## src/rtl/rf_write_sequencer_pkg.sv

```systemverilog
// ---------------------------------------------------------------------------
// rf_write_sequencer_pkg
// Shared definitions for the register-file write sequencer and the register
// file it feeds: the sequencer state encoding and the default geometry of the
// architectural register file.
// ---------------------------------------------------------------------------
package rf_write_sequencer_pkg;

  // Default register-file geometry shared with the register file itself.
  localparam int RF_NUM_REGS     = 15;
  localparam int RF_DATA_W       = 32;
  localparam int RF_ADDR_W       = 4;
  localparam int RF_STARVE_LIMIT = 8;

  // SCRUB: post-reset sweep writing i to register i, pipeline held.
  // RUN:   normal operation, writeback has priority over debug.
  typedef enum logic [0:0] {
    SCRUB = 1'b0,
    RUN   = 1'b1
  } rf_seq_state_e;

endpackage : rf_write_sequencer_pkg

```

## src/rtl/rf_write_sequencer_if.sv

```systemverilog
// ---------------------------------------------------------------------------
// rf_write_sequencer_if
// Bundles the writeback request, debug request/handshake, register-file write
// port and status signals of rf_write_sequencer.
//   master : requester / observer side (drives wb_* and dbg_* requests)
//   slave  : sequencer side (drives dbg_ready, rf_*, busy, freeze,
//            wb_drop_err)
// ---------------------------------------------------------------------------
interface rf_write_sequencer_if
  import rf_write_sequencer_pkg::*;
#(
  parameter int ADDR_W = RF_ADDR_W,
  parameter int DATA_W = RF_DATA_W
) ();

  // Writeback-stage request (no handshake, always accepted in RUN)
  logic              wb_en;
  logic [ADDR_W-1:0] wb_dest;
  logic [DATA_W-1:0] wb_val;

  // Debug/loader request with valid/ready handshake
  logic              dbg_valid;
  logic [ADDR_W-1:0] dbg_dest;
  logic [DATA_W-1:0] dbg_val;
  logic              dbg_ready;

  // Register-file write port
  logic              rf_we;
  logic [ADDR_W-1:0] rf_dest;
  logic [DATA_W-1:0] rf_val;

  // Status
  logic              busy;
  logic              freeze;
  logic              wb_drop_err;

  modport master (
    output wb_en, wb_dest, wb_val,
    output dbg_valid, dbg_dest, dbg_val,
    input  dbg_ready,
    input  rf_we, rf_dest, rf_val,
    input  busy, freeze, wb_drop_err
  );

  modport slave (
    input  wb_en, wb_dest, wb_val,
    input  dbg_valid, dbg_dest, dbg_val,
    output dbg_ready,
    output rf_we, rf_dest, rf_val,
    output busy, freeze, wb_drop_err
  );

endinterface : rf_write_sequencer_if

```

## src/rtl/rf_write_sequencer_starve_counter.sv

```systemverilog
// ---------------------------------------------------------------------------
// starve_counter
// Counts consecutive cycles a debug request has been waiting and raises a
// registered saturation flag once the count reaches LIMIT.
// Ports:
//   clk, rst   : clock, asynchronous active-high reset
//   inc        : debug request waited this cycle
//   clr        : debug transferred or withdrew this cycle (wins over inc)
//   saturated  : registered, 1 while the count equals LIMIT
// ---------------------------------------------------------------------------
module starve_counter #(
  parameter int LIMIT = 8
) (
  input  logic clk,
  input  logic rst,
  input  logic inc,
  input  logic clr,
  output logic saturated
);

  localparam int CNT_W = (LIMIT > 0) ? $clog2(LIMIT + 1) : 1;

  logic [CNT_W-1:0] count_reg;
  logic [CNT_W-1:0] count_next;
  logic             sat_reg;

  always_comb begin
    count_next = count_reg;
    if (clr) begin
      count_next = '0;
    end else if (inc && (count_reg != CNT_W'(LIMIT))) begin
      count_next = count_reg + CNT_W'(1);
    end
  end

  // The flag is computed from the next count so it rises on the same edge
  // the counter reaches LIMIT and falls on the edge the counter clears.
  always_ff @(posedge clk or posedge rst) begin
    if (rst) begin
      count_reg <= '0;
      sat_reg   <= 1'b0;
    end else begin
      count_reg <= count_next;
      sat_reg   <= (count_next == CNT_W'(LIMIT));
    end
  end

  assign saturated = sat_reg;

endmodule : starve_counter

```

## src/rtl/rf_write_sequencer.sv

```systemverilog
// ---------------------------------------------------------------------------
// rf_write_sequencer
// Arbitrates the single register-file write port. After reset it sweeps every
// architectural register (value i into register i, one per cycle) while
// holding the pipeline busy; afterwards writeback requests win unconditionally
// and debug/loader writes take the idle cycles, with a freeze request raised
// if debug has waited too long.
// Ports:
//   clk  : clock, all state on posedge
//   rst  : asynchronous active-high reset
//   bus  : rf_write_sequencer_if.slave
//          in  wb_en/wb_dest/wb_val, dbg_valid/dbg_dest/dbg_val
//          out dbg_ready (combinational), rf_we/rf_dest/rf_val (registered),
//              busy, freeze (registered), wb_drop_err (sticky)
// ---------------------------------------------------------------------------
module rf_write_sequencer
  import rf_write_sequencer_pkg::*;
#(
  parameter int NUM_REGS     = RF_NUM_REGS,
  parameter int DATA_W       = RF_DATA_W,
  parameter int ADDR_W       = RF_ADDR_W,
  parameter int STARVE_LIMIT = RF_STARVE_LIMIT
) (
  input  logic clk,
  input  logic rst,
  rf_write_sequencer_if.slave bus
);

  localparam int IDX_W = (NUM_REGS > 1) ? $clog2(NUM_REGS) : 1;

  rf_seq_state_e     state_reg, state_next;
  logic [IDX_W-1:0]  idx_reg, idx_next;
  logic              rf_we_reg, rf_we_next;
  logic [ADDR_W-1:0] rf_dest_reg, rf_dest_next;
  logic [DATA_W-1:0] rf_val_reg, rf_val_next;
  logic              drop_reg, drop_next;

  logic              dbg_ready_c;
  logic              dbg_xfer_c;
  logic              starve_inc;
  logic              starve_clr;
  logic              starve_sat;

  // -------------------------------------------------------------------------
  // Next-state / write-port selection
  // -------------------------------------------------------------------------
  always_comb begin
    state_next   = state_reg;
    idx_next     = idx_reg;
    drop_next    = drop_reg;
    rf_we_next   = 1'b0;
    rf_dest_next = rf_dest_reg;   // data holds when nothing is written
    rf_val_next  = rf_val_reg;
    dbg_ready_c  = 1'b0;

    case (state_reg)
      SCRUB: begin
        rf_we_next   = 1'b1;
        rf_dest_next = ADDR_W'(idx_reg);
        rf_val_next  = DATA_W'(idx_reg);
        // The pipeline is held; a writeback now means upstream ignored busy.
        if (bus.wb_en) begin
          drop_next = 1'b1;
        end
        if (idx_reg == IDX_W'(NUM_REGS - 1)) begin
          state_next = RUN;
          idx_next   = '0;
        end else begin
          idx_next = idx_reg + IDX_W'(1);
        end
      end

      RUN: begin
        dbg_ready_c = ~bus.wb_en;
        if (bus.wb_en) begin
          rf_we_next   = 1'b1;
          rf_dest_next = bus.wb_dest;
          rf_val_next  = bus.wb_val;
        end else if (bus.dbg_valid) begin
          rf_we_next   = 1'b1;
          rf_dest_next = bus.dbg_dest;
          rf_val_next  = bus.dbg_val;
        end
      end

      default: begin
        state_next = SCRUB;
        idx_next   = '0;
      end
    endcase
  end

  // -------------------------------------------------------------------------
  // State and write-port registers
  // -------------------------------------------------------------------------
  always_ff @(posedge clk or posedge rst) begin
    if (rst) begin
      state_reg   <= SCRUB;
      idx_reg     <= '0;
      rf_we_reg   <= 1'b0;
      rf_dest_reg <= '0;
      rf_val_reg  <= '0;
      drop_reg    <= 1'b0;
    end else begin
      state_reg   <= state_next;
      idx_reg     <= idx_next;
      rf_we_reg   <= rf_we_next;
      rf_dest_reg <= rf_dest_next;
      rf_val_reg  <= rf_val_next;
      drop_reg    <= drop_next;
    end
  end

  // -------------------------------------------------------------------------
  // Debug starvation tracking: a waiting cycle is one in RUN where debug is
  // asking but writeback holds the port. Scrub cycles neither count nor clear.
  // -------------------------------------------------------------------------
  assign dbg_xfer_c = bus.dbg_valid & dbg_ready_c;
  assign starve_inc = (state_reg == RUN) & bus.dbg_valid & ~dbg_ready_c;
  assign starve_clr = ~bus.dbg_valid | dbg_xfer_c;

  starve_counter #(
    .LIMIT (STARVE_LIMIT)
  ) u_starve_counter (
    .clk       (clk),
    .rst       (rst),
    .inc       (starve_inc),
    .clr       (starve_clr),
    .saturated (starve_sat)
  );

  // -------------------------------------------------------------------------
  // Outputs
  // -------------------------------------------------------------------------
  assign bus.dbg_ready   = dbg_ready_c;
  assign bus.rf_we       = rf_we_reg;
  assign bus.rf_dest     = rf_dest_reg;
  assign bus.rf_val      = rf_val_reg;
  assign bus.busy        = (state_reg == SCRUB);
  assign bus.freeze      = starve_sat;
  assign bus.wb_drop_err = drop_reg;

endmodule : rf_write_sequencer

```

## src/flat_wrapper.sv

```systemverilog
// flat-port wrapper written by rule: the top's interface ports become plain ports
module rf_write_sequencer_flat import rf_write_sequencer_pkg::*;
#(
  parameter int NUM_REGS     = RF_NUM_REGS,
  parameter int DATA_W       = RF_DATA_W,
  parameter int ADDR_W       = RF_ADDR_W,
  parameter int STARVE_LIMIT = RF_STARVE_LIMIT
)
  (clk, rst, bus_wb_en, bus_wb_dest, bus_wb_val, bus_dbg_valid, bus_dbg_dest, bus_dbg_val, bus_dbg_ready, bus_rf_we, bus_rf_dest, bus_rf_val, bus_busy, bus_freeze, bus_wb_drop_err);
  rf_write_sequencer_if #(.ADDR_W(ADDR_W), .DATA_W(DATA_W)) bus_i ();
  input  logic clk;
  input  logic rst;
  input wire logic [$bits(bus_i.wb_en)-1:0] bus_wb_en;
  input wire logic [$bits(bus_i.wb_dest)-1:0] bus_wb_dest;
  input wire logic [$bits(bus_i.wb_val)-1:0] bus_wb_val;
  input wire logic [$bits(bus_i.dbg_valid)-1:0] bus_dbg_valid;
  input wire logic [$bits(bus_i.dbg_dest)-1:0] bus_dbg_dest;
  input wire logic [$bits(bus_i.dbg_val)-1:0] bus_dbg_val;
  output wire logic [$bits(bus_i.dbg_ready)-1:0] bus_dbg_ready;
  output wire logic [$bits(bus_i.rf_we)-1:0] bus_rf_we;
  output wire logic [$bits(bus_i.rf_dest)-1:0] bus_rf_dest;
  output wire logic [$bits(bus_i.rf_val)-1:0] bus_rf_val;
  output wire logic [$bits(bus_i.busy)-1:0] bus_busy;
  output wire logic [$bits(bus_i.freeze)-1:0] bus_freeze;
  output wire logic [$bits(bus_i.wb_drop_err)-1:0] bus_wb_drop_err;
  assign bus_i.wb_en = bus_wb_en;
  assign bus_i.wb_dest = bus_wb_dest;
  assign bus_i.wb_val = bus_wb_val;
  assign bus_i.dbg_valid = bus_dbg_valid;
  assign bus_i.dbg_dest = bus_dbg_dest;
  assign bus_i.dbg_val = bus_dbg_val;
  assign bus_dbg_ready = bus_i.dbg_ready;
  assign bus_rf_we = bus_i.rf_we;
  assign bus_rf_dest = bus_i.rf_dest;
  assign bus_rf_val = bus_i.rf_val;
  assign bus_busy = bus_i.busy;
  assign bus_freeze = bus_i.freeze;
  assign bus_wb_drop_err = bus_i.wb_drop_err;
  rf_write_sequencer #(.NUM_REGS(NUM_REGS), .DATA_W(DATA_W), .ADDR_W(ADDR_W), .STARVE_LIMIT(STARVE_LIMIT)) u_core (.clk(clk), .rst(rst), .bus(bus_i));
endmodule
```

## config.mk

```make
export PLATFORM = sky130hd
export DESIGN_NAME = rf_write_sequencer_flat
export DESIGN_NICKNAME = d
export VERILOG_FILES = /design/src/rtl/rf_write_sequencer_pkg.sv /design/src/rtl/rf_write_sequencer_if.sv /design/src/rtl/rf_write_sequencer_starve_counter.sv /design/src/rtl/rf_write_sequencer.sv /design/src/flat_wrapper.sv
export SDC_FILE = /design/constraint.sdc
export NUM_CORES = 1
export LEC_CHECK = 0
export CORE_MARGIN = 4
export CORE_UTILIZATION = 42
export CTS_BUF_LIST = sky130_fd_sc_hd__clkbuf_16
export CTS_CLUSTER_SIZE = 10
export DETAILED_ROUTE_END_ITERATION = 6
export PLACE_DENSITY = 0.8
export RECOVER_POWER = 50
export SYNTH_ARGS = -nofsm -noshare
export SYNTH_HDL_FRONTEND = slang
export SYNTH_HIERARCHICAL = 1
export SYNTH_SLANG_ARGS = --single-unit
export TNS_END_PERCENT = 1
```

## constraint.sdc

```tcl
create_clock -name clk -period 2.52 [get_ports clk]
set_input_delay 0.504 -clock clk [delete_from_list [all_inputs] [get_ports clk]]
set_output_delay 0.504 -clock clk [all_outputs]
set_load 0.02 [all_outputs]
```

==> results of run 1 <==
-- cells by family after synthesis --
logic type | after synthesis
xor gates and xnor gates | 1
muxes | 28
and+or+nand+nor | 94
adders and majority gates | 2
AOI/OAI and AO/OA | 61
buffers and inverters | 23
DFF | 48
-- routing by layer --
metal | GRT usage | share of wire | vias up
met5 | 0 | 0 | -
met4 | 0.04184 | 0.0092 | 0
met3 | 0.04892 | 0.079 | 6
met2 | 0.3418 | 0.50 | 65
met1 | 0.2476 | 0.41 | 1096
li1 | - | - | 1108
-- placed cells by master (no fill, tap or decap), drive strengths merged, types with 4 or more instances in the layout --
cell             n
clkdlybuf4s50  113
buf              6
nor2            11
o311ai           4
mux2            28
a21oi           39
nand2           64
o221ai           4
clkbuf           9
inv              9
dfrtp           48
o21ai            8
nand2b           6
-- final cells by class --
class | instances | area, µm²
clock buffer | 5 | 125.1
clock inverter | 3 | 15.01
fill | 536 | 2081
inverter | 8 | 30.03
multi-input combinational | 186 | 1304
sequential | 48 | 1201
tap | 75 | 93.84
timing repair buffer | 125 | 1211
-- worst paths after layout --
check	slack (ns)	end	from
min reg2reg	0.46	u_core/bus.wb_drop_err$_DFFE_PP0P_	u_core/bus.wb_drop_err$_DFFE_PP0P_
max	0.16	bus_dbg_ready	bus_wb_en
min in group asynchronous	0.57	u_core/u_starve_counter/count_reg[1]$_DFF_PP0_	rst
max reg2reg	0.42	u_core/idx_reg[1]$_DFFE_PP0N_	u_core/state_reg$_DFF_PP0_
min	0.46	u_core/bus.wb_drop_err$_DFFE_PP0P_	u_core/bus.wb_drop_err$_DFFE_PP0P_
max in group asynchronous	0.59	u_core/bus.rf_val[8]$_DFFE_PP0P_	rst
-- per-stage QoR --
stage	worst slack, ns	utilization	hold slack (ns)	cell area, µm²	total power, µW
final	0.1569	0.6567	0.4610	3980	2025
after global routing	0.1180	0.6567	0.4961	3980	2117
after CTS	0.2555	0.6635	0.4670	4021	2061
after detailed placement	0.08170	0.6404	0.4542	3881	1415
after global placement	0.1422	0.6404	0.4393	3881	1405
after floorplan	0.4129	-	0.2825	2678	1147
-- power by group through the flow --
| stage | registers [µW] | clock network (µW) | logic, µW |
|---|---|---|---|
| after floorplan | 937 | 0 | 211 |
| after global placement | 868 | 0 | 537 |
| after detailed placement | 871 | 0 | 544 |
| after CTS | 856 | 656 | 548 |
| after global routing | 863 | 682 | 572 |
| final | 855 | 637 | 533 |
==> impl_metrics.yaml, run 1 <==
logic_synthesis:
  synthMuxAreaShare: 0.1458
  async_reset_ff_frac: 1.000
  synth_area_leader_cell: "dfrtp_1"
  syn-cell-area_um2: 2678
  synth_compound_area_frac: 0.1621
  synth_xor_area_frac: 0.003271
  netlist-cell-type-count: 37
  synth_edf_count: 0
  ys_seq_area_frac: 0.4486
  synth_fp_nets: 335
  yosysWarnings: 6
  yosysTopAreaCellShare: 0.4486
  synth_common_cells: "dfrtp_1 (48), nand2_1 (44), a21oi_2 (20), mux2_4 (20), nand2_2 (20)"
  synth-adder-area-share: 0.009346
  synth_seq_cells: 48
  syn_inst: 257
  synth-simple-area-share: 0.1771
  synth_top_family_by_area: "simple AND/OR/NAND/NOR gates"
  avgSynthCellArea_um2: 10.42
  synth.area.top_cells: "dfrtp_1 (45%), mux2_4 (11%), a21oi_2 (6.5%)"
  synth_ff_type: "dfrtp_1"
  synth.most_common_cell: "dfrtp_1"
cts:
  clkTransAtPathRegs_ns: 0.06
  clock_latency_ns: 0.28
  cts_root_buf: "clkbuf_16"
  post_cts_buffers: 0
  clockBufferDepth: 2
  postCtsHoldBufs: 0
  h-tree-depth: 2
  cts_resized: 0
  cts.sinks: 48
  cts_made_buffers: 5
  cts_tree: "done"
floorplanning:
  io_pins: 117
  fp.dieW_um: 87.85
  num_rows: 28
  die_y_um: 87.85
  core_um2: 6061
  dieArea_um2: 7717
  initial_core_util: 0.4418
route:
  wirelength_um: 7284
  vias_per_cell: 5.056
  dr_total_vias: 2275
  postRouteAntennaNets: 0
  drc: 0
  wl_per_cell_um: 16.19
  drt_iter0_drc: 62
  first_pass_iters: 4
sta:
  min_period_ns: 2.363
  max_freq_mhz: 423.2
  hold_viol: 0
  maxSlewViolCount: 0
  rsz0062_at_grt: "false"
  max_slew_margin: 0.2860
  timing.setup.tns_ns: 0
  worst_slew_pin_slew_ns: 1.071
  setup_violations: 0
  min_period_over_period: 0.9377
  clock_skew_ns: 0.004175
cells_and_area:
  stdcell_count: 450
  largest_reg_flops: 32
  nets: 452
  syn2layout_area_growth_pct: 48.64
  num_antenna_cells: 0
  drive_gt1_frac: 0.2000
setup_path:
  arrival_ns: 1.86
  slowest_stage: "clkdlybuf4s50_1"
  cp_max_fo: 5
  worst-path-stages: 3
  startpoint_type: "input pin"
  crit_type: "input pin to output port"
  cp.buffers_inverters: 2
  required_ns: 2.02
  max_stage_delay_ns: 0.64
  path_cells: "dlygate4sd3_1 > nor2_1 > clkdlybuf4s50_1"
  end_kind: "output port"
  rr_worst_depth: 4
  cp_top_family: "buffers and inverters"
pwr:
  p_int_uw: 1490
  power.leakage_uw: 0.001685
  powerDensity_nw_per_um2: 508.8
  ir_drop_v: 0.0002689
  combPwrFrac: 0.263
  power_frac_clock: 0.315
  seq_power_share: 0.422
  swShare: 0.2645
  p_switching_uw: 535.6
worst_hold_path:
  hold_path_class: "flop to flop"
  whs_path_depth: 1
global_routing:
  grt_remaining_overflow: 0
  grt_max_degree: 33
  grt_pass1_vias: 2352
  grt_pass1_wl_um: 11760
  antenna_found_initial: 0
  grtUsageTotal: 0.1965
place:
  gp_congestion: 0.8598
  dp_cells: 442
  port-buffer-count: 116
  post-dp-hpwl_um: 5477
flow_run:
  cap_violations: 0
run_status:
  status: "complete, no violations"
(Power assumes the default switching activity.)
==> inputs of run 2 (changes only) <==
- PLACE_DENSITY: 0.8 -> unset
- PLACE_DENSITY_LB_ADDON: unset -> 0.08
- SLEW_MARGIN: unset -> 0
==> run 2 against run 1 <==
Clock skew grew 0.00070 ns. Non-clock buffer count shrank 1. Flip-flop and latch count is the same. Worst hold slack is essentially flat. First-iteration DRC count grew 37%. Total power grew 0.58%. Critical endpoint unchanged.
==> impl_metrics.yaml, run 2 (synthesized netlist as in run 1, its figures left out) <==
sta:
  hold_viol: 0
  clock_skew_ns: 0.004875
  maxSlewViolCount: 0
  max_slew_margin: 0.2623
  setup_violations: 0
  rsz0062_at_grt: "false"
  hold-worst-slack_ns: 0.4609
  timing.setup.tns_ns: 0
  min_period_ns: 2.274
  min_period_over_period: 0.9025
  worst_slew_pin_slew_ns: 1.106
  setup_slack_ns: 0.2458
  max_freq_mhz: 439.7
cts:
  cts_resized: 0
  cts_root_buf: "clkbuf_16"
  cts.sinks: 48
  clkTransAtPathRegs_ns: 0.07
  cts_tree: "done"
  h-tree-depth: 2
  cts_made_buffers: 5
  postCtsHoldBufs: 0
  clock_latency_ns: 0.28
  post_cts_buffers: 0
  clockBufferDepth: 2
cells_and_area:
  drive_gt1_frac: 0.1898
  final_common_cell: "clkdlybuf4s50_1"
  num_antenna_cells: 0
  syn2layout_area_growth_pct: 47.76
  final_cell_mix: "clkdlybuf4s50_1 (114), dfrtp_1 (48), nand2_1 (44), a21oi_1 (32)"
  nets: 451
  stdcell_count: 449
  fill_cells: 535
  largest_reg_flops: 32
route:
  postRouteAntennaNets: 0
  wl_per_cell_um: 16.20
  first_pass_iters: 4
  wirelength_um: 7273
  drt_iter0_drc: 85
  dr_total_vias: 2257
  drc: 0
  vias_per_cell: 5.027
setup_path:
  cp_top_family: "buffers and inverters"
  slowest_stage: "clkdlybuf4s50_1"
  startpoint_type: "input pin"
  cp.buffers_inverters: 2
  crit_type: "input pin to output port"
  cp_common_cell: "clkdlybuf4s50_1"
  required_ns: 2.02
  path_cells: "clkdlybuf4s50_1 > nor2_1 > clkdlybuf4s50_1"
  arrival_ns: 1.77
  max_stage_delay_ns: 0.63
  end_kind: "output port"
  cp_max_fo: 4
floorplanning:
  io_pins: 117
  num_rows: 28
  fp.dieW_um: 87.85
  dieArea_um2: 7717
  die_y_um: 87.85
  initial_core_util: 0.4418
  core_um2: 6061
global_routing:
  grt_pass1_wl_um: 11030
  grtUsageTotal: 0.1845
  grt_max_degree: 44
  grt_pass1_vias: 2215
  antenna_found_initial: 0
  grt_remaining_overflow: 0
place:
  dp_cells: 441
  gp_congestion: 0.8046
  port-buffer-count: 116
  pre_cts_slack_ns: 0.1194
  post-dp-hpwl_um: 5076
run_status:
  status: "complete, no violations"
pwr:
  power.leakage_uw: 0.001682
  ir_drop_v: 0.0003595
  powerDensity_nw_per_um2: 514.9
flow_run:
  cap_violations: 0
worst_hold_path:
  hold_path_class: "flop to flop"
==> run 2: cell types whose count changed in the layout (fill, tap and decap cells not counted), moves of 2 or more <==
cell,change
a21oi_1,+8
a21oi_2,-8
nand2_1,-4
nand2_2,+4
clkinv_2,+2
==> run 2: path summary, 6_finish.rpt <==
path	from	end	slack, ns	cells past startpoint
min in group asynchronous	rst	u_core/u_starve_counter/count_reg[2]$_DFF_PP0_	0.58	2
setup reg to reg	u_core/state_reg$_DFF_PP0_	u_core/u_starve_counter/saturated$_DFF_PP0_	0.63	5
setup / recovery	bus_wb_en	bus_dbg_ready	0.25	3
max in group asynchronous	rst	u_core/bus.rf_val[20]$_DFFE_PP0P_	0.81	3
hold / removal	u_core/bus.wb_drop_err$_DFFE_PP0P_	u_core/bus.wb_drop_err$_DFFE_PP0P_	0.46	1
hold reg to reg	u_core/bus.wb_drop_err$_DFFE_PP0P_	u_core/bus.wb_drop_err$_DFFE_PP0P_	0.46	1
==> run 2: report_power, final <==
group / leakage, µW / internal, µW / switching (µW)
combinational: 0.00103 / 299 / 228
clock: 0.0000736 / 366 / 289
sequential: 0.000580 / 825 / 28.7
total: 0.00168 / 1490 / 546
==> run 2: worst register-to-register path, cell delays in order (launching register included) <==
cell       delay (ns)
dfrtp_1          0.34
inv_1            0.18
nor3_1           0.35
inv_2            0.09
or4_4            0.52
a2111oi_2        0.31
==> run 2: metrics by stage <==
stage               cell area, µm²  total power, µW  utilization
floorplan                     2678             1147            -
global placement              3874             1407       0.6391
detailed placement            3874             1410       0.6391
CTS                           4018             2074       0.6629
global route                  3956             2138       0.6528
finish                        3956             2037       0.6528
==> run 2: layer usage <==
metal  GRT usage  vias to the layer above  share of wire
met5           0                        -              0
met4     0.03766                        0         0.0040
met3     0.04516                        2          0.068
met2      0.3089                       63           0.49
met1      0.2437                     1082           0.44
li1            -                     1110              -
==> run 2: layout make-up <==
cell class | instances | area, µm² | area share
clock buffers | 5 | 125.1 | 0.03163
repair buffers | 124 | 1204 | 0.3042
clock inverters | 3 | 18.77 | 0.004744
inverters | 8 | 30.03 | 0.007590
multi-input cells | 186 | 1284 | 0.3245
flip-flops and latches | 48 | 1201 | 0.3036
well taps | 75 | 93.84 | 0.02372
